## config.mk

```make
export PLATFORM = sky130hd
export DESIGN_NAME = fifo_sync_flex_flat
export DESIGN_NICKNAME = d
export VERILOG_FILES = /design/src/rtl/fifo_sync_flex_if.sv /design/src/rtl/fifo_sync_flex.sv /design/src/flat_wrapper.sv
export SDC_FILE = /design/constraint.sdc
export NUM_CORES = 1
export LEC_CHECK = 0
export BUFFER_PORTS_ARGS = -buffer_cell sky130_fd_sc_hd__buf_2
export CAP_MARGIN = 30
export CORE_ASPECT_RATIO = 2
export CORE_MARGIN = 1
export CORE_UTILIZATION = 45
export CTS_CLUSTER_SIZE = 12
export DETAILED_ROUTE_END_ITERATION = 10
export PLACE_DENSITY_LB_ADDON = 0.08
export SLEW_MARGIN = 20
export SYNTH_ARGS = -nofsm -noshare
export SYNTH_HDL_FRONTEND = slang
export SYNTH_SLANG_ARGS = --single-unit
export TNS_END_PERCENT = 100
```

## constraint.sdc

```tcl
create_clock -name clk_i -period 6.1 [get_ports clk_i]
set_clock_uncertainty 0.2 [all_clocks]
set_input_delay 0.61 -clock clk_i [delete_from_list [all_inputs] [get_ports clk_i]]
set_output_delay 0.61 -clock clk_i [all_outputs]
set_load 0.01 [all_outputs]
```

## src/rtl/fifo_sync_flex_if.sv

```systemverilog
// Bus bundle for fifo_sync_flex: flush, write/read requests, data and status.
// The producer/consumer side uses the master modport, the FIFO uses slave.
interface fifo_sync_flex_if #(
  parameter int DATA_WIDTH = 32,
  parameter int ADDR_BITS  = 4
);
  logic                  clr_i;
  logic [DATA_WIDTH-1:0] data_in;
  logic                  w_en;
  logic                  r_en;
  logic [DATA_WIDTH-1:0] data_out;
  logic                  fifo_empty;
  logic                  fifo_full;
  logic                  almost_full;
  logic                  almost_empty;
  logic [ADDR_BITS:0]    fill_count;
  logic                  overflow;
  logic                  underflow;

  modport master (
    output clr_i, data_in, w_en, r_en,
    input  data_out, fifo_empty, fifo_full, almost_full, almost_empty,
           fill_count, overflow, underflow
  );

  modport slave (
    input  clr_i, data_in, w_en, r_en,
    output data_out, fifo_empty, fifo_full, almost_full, almost_empty,
           fill_count, overflow, underflow
  );
endinterface

```

## src/rtl/fifo_sync_flex.sv

```systemverilog
// Single-clock FIFO with wrap-bit pointers, registered status, sticky
// overflow/underflow flags and a selectable registered or FWFT read port.
module fifo_sync_flex #(
  parameter int DATA_WIDTH = 32,
  parameter int ADDR_BITS  = 4,
  parameter int AF_LEVEL   = (2**ADDR_BITS) - 2,
  parameter int AE_LEVEL   = 2,
  parameter bit FWFT       = 1'b0
) (
  input  logic              clk_i,
  input  logic              resetn_i,
  fifo_sync_flex_if.slave   bus
);
  localparam int N = 2**ADDR_BITS;
  localparam logic [ADDR_BITS:0] AF_THR = (ADDR_BITS+1)'(AF_LEVEL);
  localparam logic [ADDR_BITS:0] AE_THR = (ADDR_BITS+1)'(AE_LEVEL);

  logic [ADDR_BITS:0]    r_wr_ptr;
  logic [ADDR_BITS:0]    r_rd_ptr;
  logic                  r_overflow;
  logic                  r_underflow;
  logic [DATA_WIDTH-1:0] r_mem [N];

  logic                  w_empty;
  logic                  w_full;
  logic                  w_wr_accept;
  logic                  w_rd_accept;
  logic [ADDR_BITS:0]    w_fill;
  logic [ADDR_BITS-1:0]  w_wr_addr;
  logic [ADDR_BITS-1:0]  w_rd_addr;

  // Status comes only from the registered pointers, never from w_en/r_en.
  assign w_wr_addr = r_wr_ptr[ADDR_BITS-1:0];
  assign w_rd_addr = r_rd_ptr[ADDR_BITS-1:0];
  assign w_empty   = (r_wr_ptr == r_rd_ptr);
  assign w_full    = (w_wr_addr == w_rd_addr) &&
                     (r_wr_ptr[ADDR_BITS] != r_rd_ptr[ADDR_BITS]);
  assign w_fill    = r_wr_ptr - r_rd_ptr;

  // Flush blocks both operations; full blocks writes, empty blocks reads.
  assign w_wr_accept = bus.w_en && !w_full  && !bus.clr_i;
  assign w_rd_accept = bus.r_en && !w_empty && !bus.clr_i;

  // Pointer and sticky-flag state; flush outranks any request that cycle.
  always_ff @(posedge clk_i or negedge resetn_i) begin
    if (!resetn_i) begin
      r_wr_ptr    <= '0;
      r_rd_ptr    <= '0;
      r_overflow  <= 1'b0;
      r_underflow <= 1'b0;
    end else if (bus.clr_i) begin
      r_wr_ptr    <= '0;
      r_rd_ptr    <= '0;
      r_overflow  <= 1'b0;
      r_underflow <= 1'b0;
    end else begin
      if (w_wr_accept) r_wr_ptr <= r_wr_ptr + 1'b1;
      if (w_rd_accept) r_rd_ptr <= r_rd_ptr + 1'b1;
      if (bus.w_en && w_full)  r_overflow  <= 1'b1;
      if (bus.r_en && w_empty) r_underflow <= 1'b1;
    end
  end

  // Storage array written on accepted writes only.
  // NOTE: the memory has no reset; the pointers alone define which entries
  // are valid, and leaving it unreset lets it map onto plain RAM.
  always_ff @(posedge clk_i) begin
    if (w_wr_accept) r_mem[w_wr_addr] <= bus.data_in;
  end

  generate
    if (FWFT) begin : g_fwft
      // Head entry is shown combinationally; forced to zero while empty.
      assign bus.data_out = w_empty ? '0 : r_mem[w_rd_addr];
    end else begin : g_reg
      logic [DATA_WIDTH-1:0] r_data;

      // Head entry captured on an accepted read, held otherwise.
      always_ff @(posedge clk_i or negedge resetn_i) begin
        if (!resetn_i)        r_data <= '0;
        else if (bus.clr_i)   r_data <= '0;
        else if (w_rd_accept) r_data <= r_mem[w_rd_addr];
      end

      assign bus.data_out = r_data;
    end
  endgenerate

  assign bus.fifo_empty   = w_empty;
  assign bus.fifo_full    = w_full;
  assign bus.fill_count   = w_fill;
  assign bus.almost_full  = (w_fill >= AF_THR);
  assign bus.almost_empty = (w_fill <= AE_THR);
  assign bus.overflow     = r_overflow;
  assign bus.underflow    = r_underflow;
endmodule
```

## src/flat_wrapper.sv

```systemverilog
// flat-port wrapper written by rule: the top's interface ports become plain ports
module fifo_sync_flex_flat 
#(
  parameter int DATA_WIDTH = 32,
  parameter int ADDR_BITS  = 4,
  parameter int AF_LEVEL   = (2**ADDR_BITS) - 2,
  parameter int AE_LEVEL   = 2,
  parameter bit FWFT       = 1'b0
)
  (clk_i, resetn_i, bus_clr_i, bus_data_in, bus_w_en, bus_r_en, bus_data_out, bus_fifo_empty, bus_fifo_full, bus_almost_full, bus_almost_empty, bus_fill_count, bus_overflow, bus_underflow);
  fifo_sync_flex_if #(.DATA_WIDTH(DATA_WIDTH), .ADDR_BITS(ADDR_BITS)) bus_i ();
  input  logic clk_i;
  input  logic resetn_i;
  input wire logic [$bits(bus_i.clr_i)-1:0] bus_clr_i;
  input wire logic [$bits(bus_i.data_in)-1:0] bus_data_in;
  input wire logic [$bits(bus_i.w_en)-1:0] bus_w_en;
  input wire logic [$bits(bus_i.r_en)-1:0] bus_r_en;
  output wire logic [$bits(bus_i.data_out)-1:0] bus_data_out;
  output wire logic [$bits(bus_i.fifo_empty)-1:0] bus_fifo_empty;
  output wire logic [$bits(bus_i.fifo_full)-1:0] bus_fifo_full;
  output wire logic [$bits(bus_i.almost_full)-1:0] bus_almost_full;
  output wire logic [$bits(bus_i.almost_empty)-1:0] bus_almost_empty;
  output wire logic [$bits(bus_i.fill_count)-1:0] bus_fill_count;
  output wire logic [$bits(bus_i.overflow)-1:0] bus_overflow;
  output wire logic [$bits(bus_i.underflow)-1:0] bus_underflow;
  assign bus_i.clr_i = bus_clr_i;
  assign bus_i.data_in = bus_data_in;
  assign bus_i.w_en = bus_w_en;
  assign bus_i.r_en = bus_r_en;
  assign bus_data_out = bus_i.data_out;
  assign bus_fifo_empty = bus_i.fifo_empty;
  assign bus_fifo_full = bus_i.fifo_full;
  assign bus_almost_full = bus_i.almost_full;
  assign bus_almost_empty = bus_i.almost_empty;
  assign bus_fill_count = bus_i.fill_count;
  assign bus_overflow = bus_i.overflow;
  assign bus_underflow = bus_i.underflow;
  fifo_sync_flex #(.DATA_WIDTH(DATA_WIDTH), .ADDR_BITS(ADDR_BITS), .AF_LEVEL(AF_LEVEL), .AE_LEVEL(AE_LEVEL), .FWFT(FWFT)) u_core (.clk_i(clk_i), .resetn_i(resetn_i), .bus(bus_i));
endmodule
```

==> qor.txt <==
Status - complete, no violations
Mapped Area - 0.0213 mm^2
Ant diodes - 0
Nets - 1223
Total grt overflow - 0
Vias - 10.4k
Vias per Instance - 5.66
Ratio of cells with drive above 1 in the final layout - 26.6%
CP top delay family - simple AND/OR/NAND/NOR gates
Post-synthesis xor/xnor area fraction - 0.445%
Post-DP HPWL - 29900 um
Detailed Route WL - 50800 um
Final cell count without fillers - 1845
Total GRT Usage - 21.9%
Die height - 310 um
Slew headroom - 33.6%
Pin count of the biggest net entering global routing - 66
CP cell instances - inv_1, ha_1, and4_1, a211oi_1, nand2_1, nor2_4, buf_4
Mapped Cells - 1063
Post-synth top area share - 72.0%
Async S/R FF share, synth - 7.91%
Inst Count DP - 1746
Deepest clock path buffer count - 3
Most frequent cell after synthesis - edfxtp_1
Ports - 80
Critical path class - flop to flop
Cell taking the most area after synthesis - edfxtp_1
Worst Setup Start Kind - flop
Setup bufs post-CTS - 0
Worst-Margin Slew - 996 ps
Worst setup EP type - flop
Crit-path slowest cell - nor2_4
Pwr dens - 342 mW/mm^2
Post-synth EDFFs - 512
H-tree depth - 2
First-pass detailed-route iteration total - 5
Register area share after synthesis - 77.2%
Yosys warning count - 0
Post-route setup TNS - 0 ps
Final Cycle Share - 66.7%
Mux cell area share after synthesis - 13.7%
Primary flip-flop cell chosen by synthesis mapping - edfxtp_1
Worst-path fanout max - 32
Core area - 0.0467 mm^2
Routed Antenna Nets - 0
Initial Utilization - 45.8%
Routed WL per cell - 27.5 um
Crit path time final - 4070 ps
Most instantiated cells after synthesis - edfxtp_1, nand2_1, mux4_2
Worst endpoint required time - 6160 ps
Avg Inst Size Synth - 20.1 um^2
Latest clock arrival within the worst-skew pair - 580 ps
Die ar. - 0.0484 mm^2
Max IR drop VDD - 0.224 mV
First-pass GRT wire length - 75200 um
Max Clk Rate - 246 MHz
Syn nets - 1110
TritonCTS clock tree - done
Post-synthesis simple-gate area fraction - 3.22%
Final Slew Violations - 0
Area fraction in compound gates after synthesis - 3.45%
Yosys reg bits - 556
Max cap viols - 0
Netlist cell types - 41
Tightest Hold Check Type - input pin to flop
Final GP Congestion - 0.751
Die Wd - 156 um
Largest family of logic cells by synthesized area - multiplexers
Clk pin slew, worst setup/hold paths - 60 ps
Area share of fa/ha/maj cells after synthesis - 0.621%
Row count - 112
Final setup vio count - 0
CTS Buf Count - 52
Arrival @ worst endpoint - 4130 ps
CTS Sinks - 556
RSZ-0062 raised after global routing - false
Largest stage delay on the critical path - 780 ps
Total power - 8.31 mW
Detailed-route DRC error count - 0
P_leak - 8.15 nW
Synth area leaders - edfxtp_1, mux4_2, dfrtp_1, nand2_1, a21oi_1
Detailed router's first-iteration violation count - 653
Finished Core Util - 52.1%
Hold Vio Cnt, Final - 0
Vias in the first global route - 11.3k
Root Buffer Master - clkbuf_16
Hold WS - 96.8 ps
Initial antenna violation count - 0
Worst path bufs/invs - 2
I/O Buffers - 79
Syn-to-layout area delta - 13.9%
[area by class of cell]
cell class | count | area [um^2]
Fill cell | 3763 | 22400
Sequential cell | 556 | 16500
Multi-Input combinational cell | 440 | 4720
Clock buffer | 95 | 1490
Timing Repair Buffer | 116 | 788
Tap cell | 627 | 785
Inverter | 10 | 37.5
Clock inverter | 1 | 3.75
[cell usage in the layout (no fill, tap or decap), types with 2 or more instances in the layout]
master,n
buf_4,30
nor2_4,12
nor2_1,13
dfrtp_4,2
mux4_2,128
o21ai_0,4
a21o_1,2
o2111ai_4,2
edfxtp_1,512
buf_16,5
ha_1,9
dfrtp_1,41
inv_1,9
nand2b_1,2
mux2i_1,4
nand2_1,131
a211oi_1,4
a211o_1,30
buf_2,79
nor3_2,4
xor2_1,2
xnor2_1,7
nand3_1,3
clkbuf_1,41
a21oi_1,66
clkbuf_16,53
[flip-flops by register name, indices dropped and copies added (netlist names)]
name                  count
u_core.r_wr_ptr           5
u_core.bus.overflow       1
u_core.bus.data_out      32
u_core.r_rd_ptr           5
u_core.r_mem            512
u_core.bus.underflow      1
[cell families after synthesis]
| logic type | after synthesis |
|---|---|
| AO/OA/AOI/OAI | 115 |
| XOR/XNOR | 10 |
| adder cells (fa/ha/maj) | 10 |
| buffers and inverters | 67 |
| flip-flops | 556 |
| multiplexers | 132 |
| AND/OR/NAND/NOR | 173 |
[routing by layer]
metal	part of all wire [%]	global-route usage [%]	wire length, um
met1	38	26.2	19500
met2	55	39.9	27900
met3	3.7	2.94	1860
met4	3.2	7.98	1600
met5	0	0	0
[metrics by stage]
step | cell area (um^2) | setup slack, ps
6_report | 24300 | 2030
5_1_grt | 24300 | 1790
4_1_cts | 24300 | 1960
3_5_place_dp | 22800 | 2000
3_3_place_gp | 22600 | 1880
2_1_floorplan | 21300 | 1110
[power breakdown]
part / internal [mW] / total (mW) / leakage, nW / switching (mW)
sequential: 4.23 / 4.31 / 5.21 / 0.0778
clock: 1.64 / 2.98 / 0.710 / 1.34
combinational: 0.494 / 1.02 / 2.23 / 0.526
[final timing paths]
kind	slack [ps]	end	startpoint	cells after the start
worst min-delay path	100	u_core.bus.overflow	bus_w_en	3
worst max-delay path	2030	u_core.r_mem[7][17]	u_core.r_rd_ptr[1]	7
worst min register to register	290	u_core.bus.data_out[18]	u_core.bus.data_out[18]	1
worst max register to register	2030	u_core.r_mem[7][17]	u_core.r_rd_ptr[1]	7
min in group asynchronous	530	u_core.bus.data_out[7]	resetn_i	3
max in group asynchronous	4600	u_core.r_rd_ptr[0]	resetn_i	3
[timing repair]
item / in CTS / in global routing
hold endpoints to repair: 10 / 0
hold buffers: 1 / 0
gates resized for setup: 0 / 0
[worst reg2reg max path: stages, from the launching register on]
cell      delay, ps
dfrtp_4         760
inv_1           180
ha_1            350
and4_1          250
a211oi_1        500
nand2_1         340
nor2_4          780
buf_4           390
No activity file was read; power rests on OpenSTA's default activity.
